### src/rtl/te_pkg.sv
// Shared types and constants for the trace-encoder packet scheduler.
package te_pkg;

    localparam int unsigned BMAP_LEN = 31;
    localparam int unsigned BCNT_W   = 5;

    typedef enum logic [1:0] {
        F1 = 2'd1,
        F2 = 2'd2,
        F3 = 2'd3
    } te_format_e;

    typedef enum logic [1:0] {
        SF_START   = 2'd0,
        SF_TRAP    = 2'd1,
        SF_CONTEXT = 2'd2
    } te_subformat_e;

    typedef enum logic [1:0] {
        ST_IDLE,
        ST_WAIT_FIRST,
        ST_RUN,
        ST_FLUSH
    } te_state_e;

endpackage

### src/rtl/te_resync_cnt.sv
// Resync counter: counts qualified instructions up to max_i and flags a pending resync.
module te_resync_cnt #(
    parameter int unsigned RESYNC_W = 16
) (
    input  logic                clk_i,
    input  logic                rst_ni,
    input  logic                inc_i,
    input  logic                clr_i,
    input  logic [RESYNC_W-1:0] max_i,
    output logic                pending_o
);

    logic [RESYNC_W-1:0] cnt_q;
    logic [RESYNC_W-1:0] cnt_inc;
    logic                pend_q;
    logic                armed;

    always_comb begin
        armed   = (max_i != '0);
        cnt_inc = cnt_q;
        if (inc_i && armed && (cnt_q < max_i)) begin
            cnt_inc = cnt_q + RESYNC_W'(1);
        end
        // Visible in the same cycle the count reaches max, so the decision can act on it.
        pending_o = pend_q | (armed && (cnt_inc >= max_i));
    end

    always_ff @(posedge clk_i or negedge rst_ni) begin
        if (!rst_ni) begin
            cnt_q  <= '0;
            pend_q <= 1'b0;
        end else if (clr_i) begin
            cnt_q  <= '0;
            pend_q <= 1'b0;
        end else begin
            cnt_q  <= cnt_inc;
            pend_q <= pending_o;
        end
    end

endmodule

### src/rtl/te_packet_scheduler.sv
// Per-cycle packet decision engine with branch map, resync and a single-entry output register.
// Optional TE_PKT_STATS_EN adds saturating sent/drop packet counters.
module te_packet_scheduler #(
    parameter int unsigned BMAP_LEN = te_pkg::BMAP_LEN,
    parameter int unsigned RESYNC_W = 16
) (
    input  logic                      clk_i,
    input  logic                      rst_ni,
    input  logic                      enable_i,
    input  logic                      tc_qualified_i,
    input  logic                      tc_is_branch_i,
    input  logic                      tc_branch_taken_i,
    input  logic                      tc_exception_i,
    input  logic                      tc_privchange_i,
    input  logic                      lc_exception_i,
    input  logic                      lc_updiscon_i,
    input  logic                      nc_qualified_i,
    input  logic                      nc_exception_i,
    input  logic                      nc_privchange_i,
    input  logic [RESYNC_W-1:0]       resync_max_i,
    input  logic                      pkt_ready_i,
    output logic                      pkt_valid_o,
    output logic [1:0]                pkt_format_o,
    output logic [1:0]                pkt_subformat_o,
    output logic [BMAP_LEN-1:0]       pkt_bmap_o,
    output logic [te_pkg::BCNT_W-1:0] pkt_bcnt_o,
`ifdef TE_PKT_STATS_EN
    output logic [15:0]               pkt_sent_cnt_o,
    output logic [15:0]               pkt_drop_cnt_o,
`endif
    output logic                      pkt_lost_o
);

    import te_pkg::*;

    te_state_e           state_q, state_d;
    logic [BMAP_LEN-1:0] bmap_q, bmap_upd, dec_bmap;
    logic [BCNT_W-1:0]   bcnt_q, bcnt_upd, dec_bcnt;
    logic                br_ins;
    logic                resync_pend, resync_inc, resync_clr;
    logic                dec, load, drop, out_free;
    te_format_e          dec_fmt, map_fmt;
    te_subformat_e       dec_sf;

    te_resync_cnt #(.RESYNC_W(RESYNC_W)) u_resync (
        .clk_i     (clk_i),
        .rst_ni    (rst_ni),
        .inc_i     (resync_inc),
        .clr_i     (resync_clr),
        .max_i     (resync_max_i),
        .pending_o (resync_pend)
    );

    always_comb begin
        br_ins   = ((state_q == ST_WAIT_FIRST) || (state_q == ST_RUN)) && tc_qualified_i
                   && tc_is_branch_i && (bcnt_q < BCNT_W'(BMAP_LEN));
        bmap_upd = bmap_q;
        if (br_ins) begin
            bmap_upd[bcnt_q] = ~tc_branch_taken_i;
        end
        bcnt_upd = bcnt_q + BCNT_W'(br_ins);
        map_fmt  = (bcnt_upd == '0) ? F2 : F1;
    end

    always_ff @(posedge clk_i or negedge rst_ni) begin
        if (!rst_ni) state_q <= ST_IDLE;
        else         state_q <= state_d;
    end

    always_comb begin
        state_d = state_q;
        unique case (state_q)
            ST_IDLE:       if (enable_i) state_d = ST_WAIT_FIRST;
            ST_WAIT_FIRST: begin
                if (!enable_i)          state_d = ST_IDLE;
                else if (tc_qualified_i) state_d = ST_RUN;
            end
            ST_RUN:        if (!enable_i) state_d = ST_FLUSH;
            ST_FLUSH:      if (out_free)  state_d = ST_IDLE;
            default:       state_d = ST_IDLE;
        endcase
    end

    always_comb begin
        dec      = 1'b0;
        dec_fmt  = F2;
        dec_sf   = SF_START;
        dec_bmap = bmap_upd;
        dec_bcnt = bcnt_upd;
        unique case (state_q)
            ST_WAIT_FIRST: begin
                if (enable_i && tc_qualified_i) begin
                    dec     = 1'b1;
                    dec_fmt = F3;
                end
            end
            ST_RUN: begin
                if (tc_qualified_i) begin
                    dec = 1'b1;
                    if (tc_exception_i) begin
                        dec_fmt = F3;
                        dec_sf  = SF_TRAP;
                    end else if (lc_exception_i || tc_privchange_i
                                 || (resync_pend && (bcnt_upd == '0))) begin
                        dec_fmt = F3;
                    end else if (lc_updiscon_i || nc_exception_i || nc_privchange_i
                                 || !nc_qualified_i) begin
                        dec_fmt = map_fmt;
                    end else if ((bcnt_upd == BCNT_W'(BMAP_LEN)) || resync_pend) begin
                        // A pending resync with branches outstanding drains the map first.
                        dec_fmt = F1;
                    end else begin
                        dec = 1'b0;
                    end
                end
            end
            ST_FLUSH: begin
                dec     = 1'b1;
                dec_fmt = (bcnt_q == '0) ? F2 : F1;
            end
            default: ;
        endcase
    end

    always_comb begin
        out_free   = !pkt_valid_o || pkt_ready_i;
        load       = dec && out_free;
        drop       = dec && !out_free && (state_q != ST_FLUSH);
        resync_inc = (state_q == ST_RUN) && tc_qualified_i;
        resync_clr = dec && (state_q != ST_FLUSH) && (dec_fmt == F3) && (dec_sf == SF_START);
    end

    always_ff @(posedge clk_i or negedge rst_ni) begin
        if (!rst_ni) begin
            bmap_q <= '0;
            bcnt_q <= '0;
        end else if (load || drop) begin
            bmap_q <= '0;
            bcnt_q <= '0;
        end else begin
            bmap_q <= bmap_upd;
            bcnt_q <= bcnt_upd;
        end
    end

    always_ff @(posedge clk_i or negedge rst_ni) begin
        if (!rst_ni) begin
            pkt_valid_o     <= 1'b0;
            pkt_format_o    <= '0;
            pkt_subformat_o <= '0;
            pkt_bmap_o      <= '0;
            pkt_bcnt_o      <= '0;
        end else if (load) begin
            pkt_valid_o     <= 1'b1;
            pkt_format_o    <= dec_fmt;
            pkt_subformat_o <= dec_sf;
            pkt_bmap_o      <= dec_bmap;
            pkt_bcnt_o      <= dec_bcnt;
        end else if (pkt_ready_i) begin
            pkt_valid_o <= 1'b0;
        end
    end

    always_ff @(posedge clk_i or negedge rst_ni) begin
        if (!rst_ni)                                         pkt_lost_o <= 1'b0;
        else if ((state_d == ST_IDLE) && (state_q != ST_IDLE)) pkt_lost_o <= 1'b0;
        else if (drop)                                       pkt_lost_o <= 1'b1;
    end

`ifdef TE_PKT_STATS_EN
    always_ff @(posedge clk_i or negedge rst_ni) begin
        if (!rst_ni) begin
            pkt_sent_cnt_o <= '0;
            pkt_drop_cnt_o <= '0;
        end else if ((state_q == ST_IDLE) && (state_d == ST_WAIT_FIRST)) begin
            pkt_sent_cnt_o <= '0;
            pkt_drop_cnt_o <= '0;
        end else begin
            if (pkt_valid_o && pkt_ready_i && (pkt_sent_cnt_o != '1))
                pkt_sent_cnt_o <= pkt_sent_cnt_o + 16'd1;
            if (drop && (pkt_drop_cnt_o != '1))
                pkt_drop_cnt_o <= pkt_drop_cnt_o + 16'd1;
        end
    end
`endif

endmodule

### config.mk
export PLATFORM = sky130hd
export DESIGN_NAME = te_packet_scheduler
export DESIGN_NICKNAME = d
export VERILOG_FILES = /design/src/rtl/te_pkg.sv /design/src/rtl/te_resync_cnt.sv /design/src/rtl/te_packet_scheduler.sv
export SDC_FILE = /design/constraint.sdc
export NUM_CORES = 1
export LEC_CHECK = 0
export ABC_AREA = 0
export CORE_AREA = 2 2 129 131
export CTS_CLUSTER_SIZE = 8
export DETAILED_ROUTE_END_ITERATION = 6
export DIE_AREA = 0 0 131 133
export MAX_ROUTING_LAYER = met4
export PLACE_DENSITY_LB_ADDON = 0.08
export SYNTH_ARGS = -nofsm -noshare
export SYNTH_HDL_FRONTEND = slang
export SYNTH_SLANG_ARGS = --single-unit
### constraint.sdc
create_clock -name clk_i -period 6.1 [get_ports clk_i]
set_clock_uncertainty 0.15 [all_clocks]
set_input_delay 1.525 -clock clk_i [delete_from_list [all_inputs] [get_ports clk_i]]
set_output_delay 1.525 -clock clk_i [all_outputs]
set_load 0.1 [all_outputs]
---- Yosys cells after proc, flatten, opt, wreduce, memory -nomap -nowiden ----
Index checks and enable logic that the tools add are counted.
cells by class
  reduce and logical (&&, ||, !) cells .... 38
  bitwise operators ....................... 2
  add/sub/neg operators ................... 2
  $lt $le $gt $ge ......................... 5
  muxes and demuxes ....................... 38
  eq/ne operators ......................... 6
operators with widths
  operator                 count
  $mux W31                 2
  $mux W16                 2
  $bwmux W31               1
  $mux W2                  12
  $logic_and A1 B1 Y1      17
  $add A16 B1 Y16 const B  1
  $ge A16 B16 Y1           1
  $lt A16 B16 Y1           1
  $mux W1                  16
  $reduce_bool A16 Y1      1
  $logic_not A5 Y1         2
  $logic_or A1 B1 Y1       9
  $pmux W2 S4              1
  $eq A2 B2 Y1 const B     3
  $logic_not A2 Y1         3
  $lt A5 B6 Y1 const B     1
  $pmux W2 S3              1
  $reduce_bool A2 Y1       3
  $add A5 B1 Y5            1
  $demux W1 S5             1
  $eq A5 B5 Y1 const B     1
  $ge A5 B1 Y1 const B     1
  $lt A5 B5 Y1 const B     1
  $mux W5                  1
  other kinds (6)          8
storage, ports and cells
  word-level logic and storage cells ...... 102
  output and inout port bits .............. 42
  bits of input ports ..................... 30
  bits in registers ....................... 97

---- Depth between registers and ports, before layout ----
  depth after elaboration ................. 19
  gate-level depth with buffers ........... 20
  mapped depth without buffers ............ 17

---- Hierarchy ----
From an unflattened synthesis, not the netlist that was laid out.
second synthesis, totals
  cell total of the unflattened synthesis .. 606
  area, all modules ....................... 5696.7 µm²
by module, submodules not included
  module               cells each  sequential area each (µm²)  instances  area an instance (µm²)
  te_packet_scheduler  377         1976.9                      1          3796.1
  te_resync_cnt        229         425.4                       1          1900.6

---- Worst setup path after synthesis ----
No wires, ideal clock.
  kind .................................... input to register
  start ................................... input port resync_max_i[5]
  end ..................................... register pkt_bmap_o[21]
  required time ........................... 5.825 ns
  buffers on the path ..................... 2
  stages .................................. 17
  path slack .............................. 0.329 ns
  data arrival time ....................... 5.496 ns
  setup time .............................. 0.125 ns
  cells stage by stage .................... inv_1 ha_1 a21o_1 a211oi_1 o211ai_1 a2111oi_0 xnor2_1 inv_1 ha_1 nand4_1 o311a_1 o41ai_4 a211oi_2 or4_4 buf_6 buf_6 mux2_4
on the way
  longest elaborated chain between the ends .. 15
  elaborated cells on any way between the ends .. 18
  classes of those cells .................. 2 x order compare; 7 x mux; 1 x bitwise; 8 x reduce/logical
ends and longest elaborated chain
  item                                                    RTL line                    source
  start: declaration                                      te_packet_scheduler.sv:20   input logic [RESYNC_W-1:0] resync_max_i,
  branches (longest 5 deep; another with $lt A16 B16 Y1)  --
  $logic_and A1 B1 Y1 (*)                                 te_resync_cnt.sv:25         pending_o = pend_q | (armed && (cnt_inc >= max_i));
  $or A1 B1 Y1 (*)                                        te_resync_cnt.sv:25
  $logic_or A1 B1 Y1                                      te_packet_scheduler.sv:109  end else if ((bcnt_upd == BCNT_W'(BMAP_LEN)) || resync_pend) begin
  $mux W1                                                 te_packet_scheduler.sv:109
  $mux W1                                                 te_packet_scheduler.sv:106  end else if (lc_updiscon_i || nc_exception_i || nc_privchange_i
  $mux W1 (*)                                             te_packet_scheduler.sv:103  end else if (lc_exception_i || tc_privchange_i
  $mux W1 (*)                                             te_packet_scheduler.sv:100  if (tc_exception_i) begin
  $mux W1 (*)                                             te_packet_scheduler.sv:98   if (tc_qualified_i) begin
  $pmux W1 S3 (*)                                         te_packet_scheduler.sv:90   unique case (state_q)
  $logic_and A1 B1 Y1 (*)                                 te_packet_scheduler.sv:127  load = dec && out_free;
  end signal: assignment                                  te_packet_scheduler.sv:157  pkt_bmap_o <= dec_bmap;
  end: declaration                                        te_packet_scheduler.sv:25   output logic [BMAP_LEN-1:0] pkt_bmap_o,
Every way passes the cells marked *.
A chain may end at the register's enable or synchronous reset.

---- Worst setup path in the final report ----
  start ................................... input port resync_max_i[8]
  end ..................................... register pkt_bmap_o[22]
The elaborated chain is that of the path after synthesis.

==> impl_metrics.yaml <==
yosys:
  yosysSeqAreaShare_pct: 43.5
  ys_types: 51
  synth_cells: 545
  netlist.area_leader.share_pct: 43.5
  yosys_warnings: 0
  synthesis.nets: 613
  synth-edff-count: 0
  syn_avg_cell_area_um2: 10.1
  ys_ff_latch: 96
  syn_area_mm2: 0.00552
  synth_flop_cell: "dfrtp_1"
  yosys-top-cells-area: "dfrtp_1 44%, ha_1 8.6%, mux2_2 6.1%"
  asyncSetResetFlopFracSynth_pct: 100
  synth_top_area_cell: "dfrtp_1"
setup_path:
  arrival_ps: 6040
  regToRegSetupSlack_ps: 1210
  r2r_start: "state_q[0]"
  worst_setup_path_end_kind: "flip-flop"
  start_kind: "input pin"
  reg2reg_depth: 18
  required_ps: 6180
  crit_type: "in2reg"
  crit_fanout: 7
  r2r_end: "pkt_bmap_o[22]"
timing:
  finalHoldViolations: 0
  tightest_slew_ps: 1100
  fin_ws_ps: 141
  holdWs_ps: 356
  fin_crit_sh_pct: 97.7
  relSlewSlack_pct: 25.0
  setup_tns_ps: 0
  drv_slew: 0
  final-setup-viol-count: 0
  fmax_mhz: 168
  period_needed_ps: 5960
clocking:
  insertion_delay_ps: 350
  htree_levels: 3
  clock-sinks: 96
  clkTransAtPathRegs_ps: 70
  cts_buffers: 9
  cts_hold_buf: 0
  clk_path_buf_depth: 2
  cts_tree: "yes"
  cts_root_buf: "clkbuf_16"
placed_design:
  dpl_worst_slack_ps: -650
  hpwl_um: 10300
  gp_congestion: 0.813
  io_buffers: 70
power_and_ir_drop:
  vdd_drop_max_mv: 0.263
  power_uw: 2080
  p_leak_uw: 0.00366
  cellPowerDensity_mw_per_mm2: 275
route:
  drtAntennaViolNets: 0
  viasPerCell: 4.97
  via_count: 4486
  post-route-drc-count: 0
  wl_per_cell_um: 16.3
  firstDrtPassIters: 4
  drt_iter0_drc: 198
  wl_um: 14700
final_layout:
  nNetsFinal: 745
  final_util_pct: 46.7
  mostFrequentLayoutCells: "96 x dfrtp_1, 73 x buf_4, 67 x clkdlybuf4s50_1"
  fillers: 1541
  multi_input_area_mm2: 0.00297
  final_common_cell: "dfrtp_1"
  synthToLayoutAreaGrowth_pct: 36.6
  drive_gt1_share_pct: 22.9
  regArea_mm2: 0.00240
  diodes: 0
floorplanning:
  die_w_um: 131
  die_area_mm2: 0.0174
  core-area_mm2: 0.0162
  rows: 47
  start_util_pct: 34.1
  chipHeight_um: 133
  ios: 72
job:
  cap_violations: 0
worst_hold_path:
  hp-start: "pkt_bmap_o[11]"
  hold_path.class: "reg2reg"
  hold_depth: 1
  min_to: "pkt_bmap_o[11]"
global_route:
  overflow: 0
  grt_max_degree: 64
  grt_util_all_layers_pct: 17.3
  first_global_vias: 4540
  antenna_found_initial: 0
  grt_pass1_wl_um: 23100
outcome:
  status: "finished, final reports clean"
routing by layer:
| layer | track usage (%) | routed length [um] | up-vias |
|---|---|---|---|
| li1 | - | - | 2229 |
| met1 | 21.3 | 6510 | 2166 |
| met2 | 28.9 | 7630 | 79 |
| met3 | 2.83 | 330 | 12 |
| met4 | 5.38 | 201 | 0 |
| met5 | - | 0 | - |
power by group:
group	total (uW)	switching, uW	leakage (uW)	internal, uW
clock network	628	263	0.000159	364
registers	762	64.4	0.00132	697
logic	687	459	0.00217	228
total	2080	787	0.00366	1290
critical path: stages:
cell             delay [ps]
clkdlybuf4s50_1         490
inv_1                    70
ha_1                    190
a21o_1                  170
a21o_1                  180
a21oi_2                 120
o211ai_1                180
buf_4                   200
a21oi_2                 130
buf_4                   150
mux2i_2                 210
inv_1                    70
ha_1                    270
a31oi_1                 110
o311a_1                 400
o41ai_4                 400
a211oi_2                130
or4_4                   530
buf_12                  200
mux2_4                  290
per-stage QoR:
step | cells | area, um^2
2_1_floorplan | 545 | 5520
3_3_place_gp | 869 | 6870
3_5_place_dp | 869 | 6870
4_1_cts | 885 | 7210
5_1_grt | 902 | 7540
6_report | 902 | 7540
how the worst max path moves through the flow:
| stage | to | slack (ps) | depth (start not counted) | start |
|---|---|---|---|---|
| floorplan | pkt_bmap_o[21] | 330 | 17 | resync_max_i[5] |
| global route | pkt_format_o[0] | -9 | 20 | resync_max_i[8] |
| finish | pkt_bmap_o[22] | 140 | 20 | resync_max_i[8] |
| CTS | pkt_bcnt_o[3] | 30 | 19 | resync_max_i[14] |
| detailed placement | pkt_bcnt_o[3] | -650 | 18 | resync_max_i[14] |
| global placement | pkt_bmap_o[3] | -660 | 18 | resync_max_i[14] |
Yosys cell counts (all sizes together), types with 4 or more instances:
| library cell | count |
|---|---|
| ha | 38 |
| nand4 | 10 |
| nand3 | 18 |
| clkbuf | 19 |
| nor3 | 8 |
| a2111oi | 6 |
| o31ai | 24 |
| buf | 10 |
| inv | 44 |
| a21oi | 19 |
| nor2 | 24 |
| a211oi | 14 |
| mux2i | 12 |
| nand3b | 4 |
| a21o | 5 |
| nor4 | 4 |
| nand2 | 20 |
| mux2 | 33 |
| xnor2 | 16 |
| xor2 | 4 |
| o21ai | 29 |
| nor2b | 29 |
| a31oi | 18 |
| and3 | 10 |
| dfrtp | 96 |
layout make-up:
type                    instances  area share [%]
repair buffers                150            18.5
inverters                      44            2.19
flip-flops and latches         96            31.8
multi-input cells             376            39.4
clock buffers                   9            2.99
well taps                     220            3.65
clock inverters                 7            1.41
state kept, by name (all words and copies together), names as in the netlist:
register	count
pkt_bmap_o	31
state_q	2
pkt_subformat_o	1
pkt_lost_o	1
pkt_format_o	2
bcnt_q	5
pkt_valid_o	1
bmap_q	31
pkt_bcnt_o	5
u_resync.cnt_q	16
u_resync.pend_q	1
logic make-up (layout without fill, tap and decap cells):
| group | Yosys count | count (layout) | share of synthesized area, % |
|---|---|---|---|
| AOI/OAI and AO/OA | 126 | 126 | 15.7 |
| adders and majority gates | 38 | 38 | 8.61 |
| buffers and inverters | 73 | 210 | 5.44 |
| muxes | 45 | 45 | 9.11 |
| and+or+nand+nor | 146 | 146 | 14.4 |
| DFF | 96 | 96 | 43.5 |
| xor gates and xnor gates | 20 | 20 | 3.17 |
| other | 1 | 1 | 0.0679 |
repair_timing:
action	4_1_cts	5_1_grt
gates resized for setup	2	30
gates cloned	0	3
pin swaps	2	14
setup endpoints to repair	92	93
buffers inserted	0	14
Power figures use the tool's default switching activity.
